File: config.mk
export PLATFORM = sky130hd
export DESIGN_NAME = fcvrt_uw
export DESIGN_NICKNAME = d
export VERILOG_FILES = /design/src/rtl/fcvrt_uw.sv
export SDC_FILE = /design/constraint.sdc
export NUM_CORES = 1
export LEC_CHECK = 0
export ABC_AREA = 1
export CELL_PAD_IN_SITES_DETAIL_PLACEMENT = 0
export CELL_PAD_IN_SITES_GLOBAL_PLACEMENT = 1
export CORE_ASPECT_RATIO = 1.4
export CORE_MARGIN = 8
export CORE_UTILIZATION = 25
export DETAILED_ROUTE_END_ITERATION = 8
export HOLD_SLACK_MARGIN = 0.15
export PLACE_DENSITY = 0.63
export SLEW_MARGIN = 20
export SYNTH_ARGS = -nofsm -noshare
export SYNTH_HDL_FRONTEND = slang
export SYNTH_SLANG_ARGS = --single-unit
File: constraint.sdc
create_clock -name clk -period 2.8 [get_ports clk]
set_clock_uncertainty 0.15 [all_clocks]
set_input_delay 0.56 -clock clk [delete_from_list [all_inputs] [get_ports clk]]
set_output_delay 0.56 -clock clk [all_outputs]
set_load 0.02 [all_outputs]
File: src/rtl/fcvrt_uw.sv
// rtl/fcvrt_uw.sv - multi-cycle unsigned 32-bit integer to binary32 converter
module fcvrt_uw (
    input  logic        clk,
    input  logic        rst,
    input  logic        in_valid,
    output logic        in_ready,
    input  logic [31:0] num1,
    input  logic [2:0]  rm,
    output logic        out_valid,
    input  logic        out_ready,
    output logic [31:0] out_num,
    output logic        out_nx
);

    localparam logic [1:0] IDLE  = 2'd0;
    localparam logic [1:0] NORM  = 2'd1;
    localparam logic [1:0] ROUND = 2'd2;
    localparam logic [1:0] DONE  = 2'd3;

    localparam logic [2:0] RM_RNE = 3'b000;
    localparam logic [2:0] RM_RTZ = 3'b001;
    localparam logic [2:0] RM_RDN = 3'b010;
    localparam logic [2:0] RM_RUP = 3'b011;
    localparam logic [2:0] RM_RMM = 3'b100;

    logic [1:0]  state;
    logic [31:0] norm;
    logic [2:0]  rm_q;
    logic [4:0]  s;

    logic [7:0]  rnd_exp;
    logic [22:0] rnd_man;
    logic        rnd_g;
    logic        rnd_st;
    logic        rnd_inc;
    logic [30:0] rnd_sum;

    assign in_ready  = (state == IDLE);
    assign out_valid = (state == DONE);

    // Exponent is biased 127 + (31 - s); the add lets a mantissa carry bump the exponent.
    always_comb begin
        rnd_exp = 8'd158 - {3'b000, s};
        rnd_man = norm[30:8];
        rnd_g   = norm[7];
        rnd_st  = |norm[6:0];
        rnd_inc = 1'b0;
        case (rm_q)
            RM_RTZ, RM_RDN: rnd_inc = 1'b0;
            RM_RUP:         rnd_inc = rnd_g | rnd_st;
            RM_RMM:         rnd_inc = rnd_g;
            default:        rnd_inc = rnd_g & (rnd_st | rnd_man[0]);
        endcase
        rnd_sum = {rnd_exp, rnd_man} + {30'd0, rnd_inc};
    end

    always_ff @(posedge clk) begin
        if (rst) begin
            state   <= IDLE;
            norm    <= 32'd0;
            rm_q    <= RM_RNE;
            s       <= 5'd0;
            out_num <= 32'd0;
            out_nx  <= 1'b0;
        end else begin
            case (state)
                IDLE: begin
                    if (in_valid) begin
                        norm  <= num1;
                        rm_q  <= rm;
                        s     <= 5'd0;
                        state <= NORM;
                    end
                end
                NORM: begin
                    if (norm[31] || (norm == 32'd0)) begin
                        state <= ROUND;
                    end else begin
                        norm <= {norm[30:0], 1'b0};
                        s    <= s + 5'd1;
                    end
                end
                ROUND: begin
                    if (norm == 32'd0) begin
                        out_num <= 32'd0;
                        out_nx  <= 1'b0;
                    end else begin
                        out_num <= {1'b0, rnd_sum};
                        out_nx  <= rnd_g | rnd_st;
                    end
                    state <= DONE;
                end
                default: begin
                    if (out_ready) begin
                        state <= IDLE;
                    end
                end
            endcase
        end
    end

endmodule

==> qor.txt, run 1 <==
port bufs: 72
Max VDD drop: 553 uV
Final nets: 802
Layout area overhead: 26.5%
Non-Filler Instances: 958
clock latency on the worst-skew pair: 340 ps
Hold Path Class: flip-flop to flip-flop
worst hold start: out_num[29]$_SDFFE_PP0P_
Final Max Slew Viols: 0
Slew @ Worst Pin: 775 ps
Initial Util: 25.6%
status: complete, no violations
multi-input logic area: 2390 sq um
vias: 4360
first drt pass iteration count: 4
Final period util: 93.0%
R2R Path Start: norm[0]$_SDFFE_PP0P_
largest net degree at the start of global routing: 63
Worst setup startpoint: norm[0]$_SDFFE_PP0P_
# DRC: 0
TritonCTS clock tree: built
per-cell routed wire length: 14.5 um
setup TNS: 0 ps
clock slew at reported path FFs: 60 ps
relative max-transition margin: 48.3%
vias in the first global route: 4357
max_cap viols: 0
mux cell area share after synthesis: 0%
Yosys warning count: 0
drt total wl: 13.9 mm
aggregate global routing overflow: 0
Num CTS Buffers: 9
post-synthesis compound-gate area fraction: 10.2%
layout cells sized above 1: 5.30%
Fillers: 1869
Final GP Congestion: 0.817
Core Box Area: 16700 sq um
Final ANT Viol Nets: 0
simple-gate area share of the yosys netlist: 39.8%
gr usage total: 13.2%
placed insts: 945
Crit path required time: 2860 ps
power per cell area: 958 nW/um^2
worst-path fanout max: 4
#FFs+latches synth: 74
cells after synthesis: 695
number of cell rows: 56
antenna cell count: 0
Root Driver: clkbuf_16
Hold Buf Count CTS: 0
height of the die: 171 um
Post-Synth Adder-Cell Area: 2.63%
first-pass GRT wire length: 22.6 mm
Syn Nets: 743
Leakage: 2.34 nW
initial antenna violation count: 0
WS Path Type: flip-flop to flip-flop
DRT iter0 DRCs: 179
number of vias per cell: 4.55
clk buf depth: 2
H-Tree Depth: 3
area taken by flip-flops and latches: 1480 sq um
Final setup viols: 0
die footprint: 21600 sq um
Ports: 74
CP Launch Type: flip-flop
fmax: 384 MHz
netlist area before placement: 4280 sq um
Min Hold Slack: 313 ps
Syn Area/Cell: 6.16 sq um
CP Capture Type: flip-flop
Post-Synth XOR/XNOR Area: 2.45%
clock sink total: 74
arrival time at the worst endpoint: 2670 ps
detailed-placement wirelength estimate: 10.3 mm
Yosys cell types: 30
part of the Yosys area used for sequential elements: 34.6%
min Tclk post-route: 2610 ps
largest family of logic cells by synthesized area: simple AND/OR/NAND/NOR gates
die width: 127 um
RSZ-0062 raised after global routing: false
final hold violations: 0
-- state kept, by name, summed over array words and instances (netlist names) --
register / cells
norm: 32
out_num: 31
s: 5
rm_q: 3
state: 2
out_nx: 1
-- worst max-delay path: stages, from the launching register on --
cell	delay (ps)
dfxtp_1	360
nor2_1	80
nand2_1	70
nor2_2	50
o32ai_1	270
ha_2	260
ha_1	140
inv_1	60
nor2_4	170
nand3_2	190
nor3_4	310
buf_4	160
nand3_1	60
nand3_1	80
a21oi_1	60
-- cell usage in the layout (no fill, tap or decap), types with 2 or more instances in the layout --
cell type        synthesis  routed
a21oi_1                 39      39
buf_4                    1       9
clkbuf_16                0       9
clkdlybuf4s50_1          0      72
dfxtp_1                 74      74
ha_1                     9       8
inv_1                   64      64
inv_2                    3       3
nand2_1                230     228
nand2_2                  1       3
nand3_1                 45      44
nand4_1                  8       8
nor2_1                 117     117
nor2_2                   5       3
nor2_4                   0       2
nor3_1                   5       4
nor3_2                   2       2
o211ai_1                 3       3
o21ai_0                 36      36
xor2_1                  12      12
-- cell usage after synthesis --
| library cell | count | area (sq um) |
|---|---|---|
| nand2_1 | 230 | 863 |
| nand2_4 | 1 | 11.3 |
| a211oi_1 | 1 | 7.51 |
| o211ai_1 | 3 | 22.5 |
| nor3_2 | 2 | 20.0 |
| xor2_1 | 12 | 105 |
| nor2_2 | 5 | 31.3 |
| inv_1 | 64 | 240 |
| or2_2 | 1 | 6.26 |
| o21ai_1 | 1 | 5.00 |
| o21ai_4 | 1 | 16.3 |
| buf_6 | 7 | 78.8 |
| dfxtp_1 | 74 | 1480 |
| conb_1 | 1 | 3.75 |
| nand3_1 | 45 | 225 |
| nand4_1 | 8 | 50.1 |
| nor3_1 | 5 | 25.0 |
| inv_2 | 3 | 11.3 |
| clkbuf_1 | 16 | 60.1 |
| nand2_2 | 1 | 6.26 |
| ha_1 | 9 | 113 |
| buf_4 | 1 | 7.51 |
| o32ai_1 | 1 | 8.76 |
| buf_1 | 3 | 11.3 |
| or3_1 | 1 | 6.26 |
| a21oi_1 | 39 | 195 |
| nor2_1 | 117 | 439 |
| buf_2 | 6 | 30.0 |
| o21ai_0 | 36 | 180 |
| nand2_8 | 1 | 20.0 |
-- cell type report --
cell class	count	share of cell area [%]
inverter	67	4.64
clock buffer	11	4.48
sequential	74	27.3
multi-input combinational	521	44.2
timing repair buffer	81	14.5
clock inverter	1	0.0924
tap	203	4.69
-- what timing repair did --
action,4_1_cts,5_1_grt
setup buffers,0,1
resized for setup,0,8
endpoints found under the setup margin,0,6
-- stage by stage --
step                util (%)  total power (W)  area (sq um)  setup slack [ps]
finish                  32.4          0.00519          5420               195
global route            32.4          0.00570          5420              40.4
CTS                     32.1          0.00527          5380              1.39
detailed placement      30.6          0.00422          5130              21.5
global placement        30.6          0.00420          5130              76.3
floorplan                  -          0.00361          4280               608
-- path summary, 6_finish.rpt --
check | end | slack [ps] | depth (start not counted)
max | out_num[28]$_SDFFE_PP0P_ | 190 | 14
min | out_num[29]$_SDFFE_PP0P_ | 310 | 2
max reg2reg | out_num[28]$_SDFFE_PP0P_ | 190 | 14
min reg2reg | out_num[29]$_SDFFE_PP0P_ | 310 | 2
-- routing by layer --
layer / share of wire (%) / GRT usage (%) / wire, um / vias up
li1: - / - / - / 2279
met1: 45 / 15.2 / 6260 / 1996
met2: 49 / 23.4 / 6860 / 70
met3: 3.7 / 2.52 / 509 / 15
met4: 1.8 / 5.30 / 255 / 0
met5: 0 / 0 / 0 / -
-- report_power, final --
group	internal (W)	switching, W	total (W)
sequential	0.00135	0.000308	0.00166
combinational	0.000855	0.00165	0.00250
clock	0.000602	0.000423	0.00103
total	0.00281	0.00238	0.00519
-- cells by family (layout without fill, tap and decap cells) --
group	count (synthesis)	count (layout)
buffers and inverters	100	160
XOR/XNOR	12	12
adder cells (fa/ha/maj)	9	9
AND/OR/NAND/NOR	417	417
AO/OA/AOI/OAI	82	82
flip-flops	74	74
other	1	1
Power figures use the tool's default switching activity.
==> run 2: changes to the inputs <==
clock period = 3.3 ns   (was 2.8 ns; I/O delays follow)
==> run 2 against run 1 <==
Sequential power down 15%. Critical path depth down 1. Largest power group unchanged. Global-route usage down 0.17 points. Critical endpoint is now out_num[19]$_SDFFE_PP0P_. Hold slack better by 1.5 ps. Clock power about the same. Worst setup slack better by 480 ps.
==> qor.txt, run 2 (synthesis results as in run 1) <==
Post-CTS Resized: 0 (unchanged)
CP delay by family, top: simple AND/OR/NAND/NOR gates
met2 WL post-DR: 7.01 mm (+2.3%)
Ports: 74 (unchanged)
clk buf depth: 2 (unchanged)
largest register by flop count: norm
Largest register FFs: 32 (unchanged)
gr usage total: 13.0% (-0.17 points)
Hold Buf Count CTS: 0 (unchanged)
CP max stage delay: 350 ps (about the same)
Largest regs: norm: 32 flops, out_num: 31 flops, s: 5 flops
r2r worst-path depth: 13 (-1)
CP most frequent cell: nand2_1
H-Tree Depth: 3 (unchanged)
DRT iter0 DRCs: 248 (+39%)
met1 WL: 6.05 mm (-3.4%)
drt total wl: 13.8 mm (-0.71%)
Hold Path Class: flip-flop to flip-flop
Core Box Area: 16700 sq um (unchanged)
Final ANT Viol Nets: 0 (unchanged)
Final Max Slew Viols: 0 (unchanged)
antenna cell count: 0 (unchanged)
top layer in use: met4
multi-input logic area: 2360 sq um (-1.4%)
vias in the first global route: 4363 (+0.14%)
most frequent cells in the layout: nand2_1, nor2_1, dfxtp_1
Num CTS Buffers: 9 (unchanged)
WS Path Type: flip-flop to flip-flop
worst-path fanout max: 4 (unchanged)
setup TNS: 0 ps (unchanged)
clock latency on the worst-skew pair: 330 ps (about the same)
worst path cell trace: nor2_1 > nand2_1 > nor2_2 > o32ai_1 > ha_1 > nand2_1 > nor2_1 > nand3_1 > nor3_2 > inv_1 > nand2_1 > nand3_1 > a21oi_1
status: complete, no violations
per-cell routed wire length: 14.4 um (-0.82%)
number of cell rows: 56 (unchanged)
port bufs: 72 (unchanged)
arrival time at the worst endpoint: 2740 ps (+70 ps)
Final period util: 79.7% (-13 points)
Crit path required time: 3410 ps (+550 ps)
CP max stage cell: dfxtp_1
Pwr Total: 0.00455 W (-12%)
initial antenna violation count: 0 (unchanged)
Final setup viols: 0 (unchanged)
final hold violations: 0 (unchanged)
die width: 127 um (unchanged)
min Tclk post-route: 2630 ps (+23.2 ps)
Fillers: 1850 (-1.0%)
layout cells sized above 1: 4.76% (-0.54 points)
die footprint: 21600 sq um (unchanged)
TritonCTS clock tree: built
Hold Path Depth: 2 (unchanged)
relative max-transition margin: 49.6% (+1.3 points)
setup bufs post-CTS: 0 (unchanged)
Root Driver: clkbuf_16
CP bufs+invs: 1 (-1)
Initial Util: 25.6% (unchanged)
largest net degree at the start of global routing: 63 (unchanged)
Max VDD drop: 419 uV (-24%)
CP Launch Type: flip-flop
first-pass GRT wire length: 22.3 mm (-1.6%)
Final Core Density: 32.4% (about the same)
clock slew at reported path FFs: 60 ps (about the same)
aggregate global routing overflow: 0 (unchanged)
power per cell area: 839 nW/um^2 (-12%)
max_cap viols: 0 (unchanged)
vias: 4332 (-0.64%)
number of vias per cell: 4.52 (-0.75%)
Layout area overhead: 26.6% (about the same)
first drt pass iteration count: 4 (unchanged)
WP depth: 13 (-1)
Final GP Congestion: 0.856 (+4.9%)
CP Capture Type: flip-flop
fmax: 380 MHz (-0.88%)
Final nets: 799 (-0.37%)
wire length on met3: 561 um (+10%)
area taken by flip-flops and latches: 1480 sq um (unchanged)
commonest non-fill, non-tap cell in the layout: nand2_1
# DRC: 0 (unchanged)
clock sink total: 74 (unchanged)
Leakage: 2.33 nW (-0.43%)
RSZ-0062 raised after global routing: false
Slew @ Worst Pin: 755 ps (-20.1 ps)
detailed-placement wirelength estimate: 10.4 mm (+1.2%)
height of the die: 171 um (unchanged)
==> run 2: cell count changes in the layout (fill, tap and decap cells not counted), moves of 2 or more <==
cell        delta
nor2_2         +2
clkinvlp_4     +2
nand2_2        -2
buf_4          -3
nor2_4         -2
nand2_1        +2
==> run 2: final timing paths <==
| path | from | to | slack [ps] |
|---|---|---|---|
| max | norm[0]$_SDFFE_PP0P_ | out_num[19]$_SDFFE_PP0P_ | 670 |
| max reg2reg | norm[0]$_SDFFE_PP0P_ | out_num[19]$_SDFFE_PP0P_ | 670 |
| min reg2reg | out_num[18]$_SDFFE_PP0P_ | out_num[18]$_SDFFE_PP0P_ | 310 |
| min | out_num[18]$_SDFFE_PP0P_ | out_num[18]$_SDFFE_PP0P_ | 310 |
==> run 2: metrics by stage <==
| stage | hold WS [ps] | setup WS (ps) | std cells | instance area [sq um] |
|---|---|---|---|---|
| final | 314 | 671 | 959 | 5420 |
| after global routing | 339 | 327 | 959 | 5420 |
| after CTS | 317 | 654 | 959 | 5420 |
| after detailed placement | 307 | 671 | 943 | 5110 |
| after global placement | 305 | 726 | 943 | 5110 |
| after floorplan | 323 | 1110 | 695 | 4280 |
==> run 2: layout make-up <==
| cell class | instances | area share [%] |
|---|---|---|
| flip-flops and latches | 74 | 27.3 |
| clock inverters | 4 | 0.923 |
| multi-input cells | 521 | 43.6 |
| well taps | 203 | 4.69 |
| inverters | 67 | 4.64 |
| repair buffers | 78 | 14.1 |
| clock buffers | 12 | 4.73 |
==> run 2: routing by layer <==
layer / vias to the layer above / track usage (%)
met5: - / 0
met2: 74 / 23.7
met4: 0 / 4.25
li1: 2278 / -
met1: 1971 / 14.8
met3: 9 / 2.55
==> run 2: power by group <==
group | internal [W] | total [W] | switching (W)
registers | 0.00115 | 0.00141 | 0.000265
clock network | 0.000626 | 0.00102 | 0.000396
logic | 0.000725 | 0.00211 | 0.00139
total | 0.00250 | 0.00455 | 0.00205
==> run 2: worst register-to-register path, delay by kind of cell, from the launching register on <==
kind / cells / cell delay (ps)
simple gates: 9 / 1270
compound gates: 2 / 450
flops: 1 / 350
buf+inv: 1 / 80
fa+ha+maj: 1 / 260
==> run 3: changes to the inputs <==
clock period = 2.5 ns   (was 3.3 ns; I/O delays follow)
==> run 3 against run 2 <==
Flip-flop and latch count did not move. Non-clock buffer count grew 11. Combinational power grew 36%. Cell count rose by 1.1%. Largest power group unchanged.
==> qor.txt, run 3 (synthesis results as in run 1) <==
vias in the first global route: 4329 (-0.78%)
WS Path Type: flip-flop to flip-flop
Min Hold Slack: 315 ps (+1.19 ps)
# DRC: 0 (unchanged)
worst path cell trace: nor2_4 > nand2_2 > nor2_4 > o32ai_2 > ha_2 > ha_4 > inv_2 > nor2_4 > nand3_4 > nor3_4 > nand2_1 > nand2_1 > nand3_1 > a21oi_1
Max VDD drop: 349 uV (-17%)
Non-Filler Instances: 970 (+1.1%)
aggregate global routing overflow: 0 (unchanged)
CP Launch Type: flip-flop
CP max stage delay: 360 ps (about the same)
status: complete, no violations
CP delay by family, top: simple AND/OR/NAND/NOR gates
Leakage: 2.42 nW (+4.0%)
CP bufs+invs: 1 (unchanged)
Crit path required time: 2630 ps (-780 ps)
Layout area overhead: 32.1%
drt total wl: 14.0 mm (+1.9%)
antenna cell count: 0 (unchanged)
port bufs: 72 (unchanged)
largest net degree at the start of global routing: 63 (unchanged)
die footprint: 21600 sq um (unchanged)
Root Driver: clkbuf_16
Final Max Slew Viols: 0 (unchanged)
gr usage total: 13.4% (+0.42 points)
clock slew at reported path FFs: 60 ps (about the same)
fmax: 416 MHz (+9.3%)
layout cells sized above 1: 10.3% (+5.5 points)
CP max stage cell: dfxtp_2
Hold Buf Count CTS: 0 (unchanged)
initial antenna violation count: 0 (unchanged)
Initial Util: 25.6% (unchanged)
Largest regs: norm: 32 flops, out_num: 31 flops, s: 5 flops
Fillers: 1839 (-0.59%)
placed insts: 952 (+0.95%)
Final setup viols: 0 (unchanged)
arrival time at the worst endpoint: 2530 ps (-210 ps)
multi-input logic area: 2490 sq um (+5.5%)
placed cell area: 5180 sq um (+1.3%)
per-cell routed wire length: 14.5 um (+0.72%)
min Tclk post-route: 2400 ps (-224 ps)
clock latency on the worst-skew pair: 340 ps (about the same)
Num CTS Buffers: 9 (unchanged)
first-pass GRT wire length: 22.7 mm (+2.0%)
vias: 4417 (+2.0%)
max_cap viols: 0 (unchanged)
TritonCTS clock tree: built
number of vias per cell: 4.55 (+0.81%)
clk buf depth: 2 (unchanged)
Final nets: 810 (+1.4%)
Final ANT Viol Nets: 0 (unchanged)
Core Box Area: 16700 sq um (unchanged)
Ports: 74 (unchanged)
Largest register FFs: 32 (unchanged)
final hold violations: 0 (unchanged)
height of the die: 171 um (unchanged)
number of cell rows: 56 (unchanged)
clock sink total: 74 (unchanged)
relative max-transition margin: 47.8% (-1.9 points)
setup TNS: 0 ps (unchanged)
H-Tree Depth: 3 (unchanged)
Hold Path Class: flip-flop to flip-flop
CP most frequent cell: nor2_4
RSZ-0062 raised after global routing: true
first drt pass iteration count: 4 (unchanged)
area taken by flip-flops and latches: 1490 sq um (+0.59%)
Slew @ Worst Pin: 783 ps (+27.9 ps)
detailed-placement wirelength estimate: 10.7 mm (+2.9%)
power per cell area: 1090 nW/um^2 (+30%)
DRT iter0 DRCs: 190 (-23%)
die width: 127 um (unchanged)
Final GP Congestion: 0.823 (-3.8%)
final instance area: 5660 sq um (+4.3%)
CP Capture Type: flip-flop
Final Core Density: 33.8% (+1.4 points)
most frequent cells in the layout: nand2_1, nor2_1, clkdlybuf4s50_1
worst-path fanout max: 4 (unchanged)
Final period util: 96.2% (+17 points)
commonest non-fill, non-tap cell in the layout: nand2_1
largest register by flop count: norm
-- run 3: changes by cell type in the layout (fill, tap and decap cells not counted), moves of 4 or more --
cell	change
buf_4	+11
dfxtp_1	-7
dfxtp_2	+7
nand2_1	-4
nand2_2	+4
nand3_1	-4
nor2_1	-7
nor2_4	+5
-- run 3: layout make-up --
class | instances | area share [%]
clock buffer | 11 | 4.29
clock inverter | 5 | 1.37
inverter | 67 | 4.45
multi-input combinational | 521 | 44.0
sequential | 74 | 26.3
tap | 203 | 4.49
timing repair buffer | 89 | 15.0
-- run 3: worst paths after layout --
check	start	endpoint	depth (start not counted)	slack, ps
worst min register to register	out_num[27]$_SDFFE_PP0P_	out_num[27]$_SDFFE_PP0P_	2	320
worst max register to register	norm[0]$_SDFFE_PP0P_	out_num[28]$_SDFFE_PP0P_	14	100
worst max-delay path	norm[0]$_SDFFE_PP0P_	out_num[28]$_SDFFE_PP0P_	14	100
worst min-delay path	out_num[27]$_SDFFE_PP0P_	out_num[27]$_SDFFE_PP0P_	2	320
-- run 3: metrics by stage --
stage	setup slack [ps]	total power, W
after floorplan	308	0.00404
after global placement	-36.1	0.00472
after detailed placement	-134	0.00473
after CTS	52.2	0.00618
after global routing	-35.9	0.00682
final	95.1	0.00619
-- run 3: what timing repair did --
item / CTS / global route
setup endpoints to repair: 10 / 18
gates cloned: 0 / 0
pin swaps: 1 / 12
setup buffers: 0 / 2
resized for setup: 6 / 34
-- run 3: worst reg2reg max path, stage by stage, from the launching register on --
cell and delay [ps]:
dfxtp_2 360, nor2_4 40, nand2_2 80, nor2_4 40, o32ai_2 280, ha_2 290, ha_4 140, inv_2 40
nor2_4 150, nand3_4 120, nor3_4 250, nand2_1 100, nand2_1 70, nand3_1 70, a21oi_1 160
-- run 3: where the power goes --
part	total (W)	internal (W)	leakage (nW)	switching, W
Clock	0.00141	0.000898	0.156	0.000515
Combinational	0.00288	0.00101	1.66	0.00187
Sequential	0.00190	0.00152	0.609	0.000371
Total	0.00619	0.00343	2.42	0.00276
-- run 3: routing by layer --
metal | wire (um) | global-route usage [%] | up-vias
li1 | - | - | 2299
met1 | 6090 | 15.2 | 2021
met2 | 7170 | 24.2 | 85
met3 | 543 | 2.24 | 12
met4 | 238 | 5.67 | 0
met5 | 0 | 0 | -
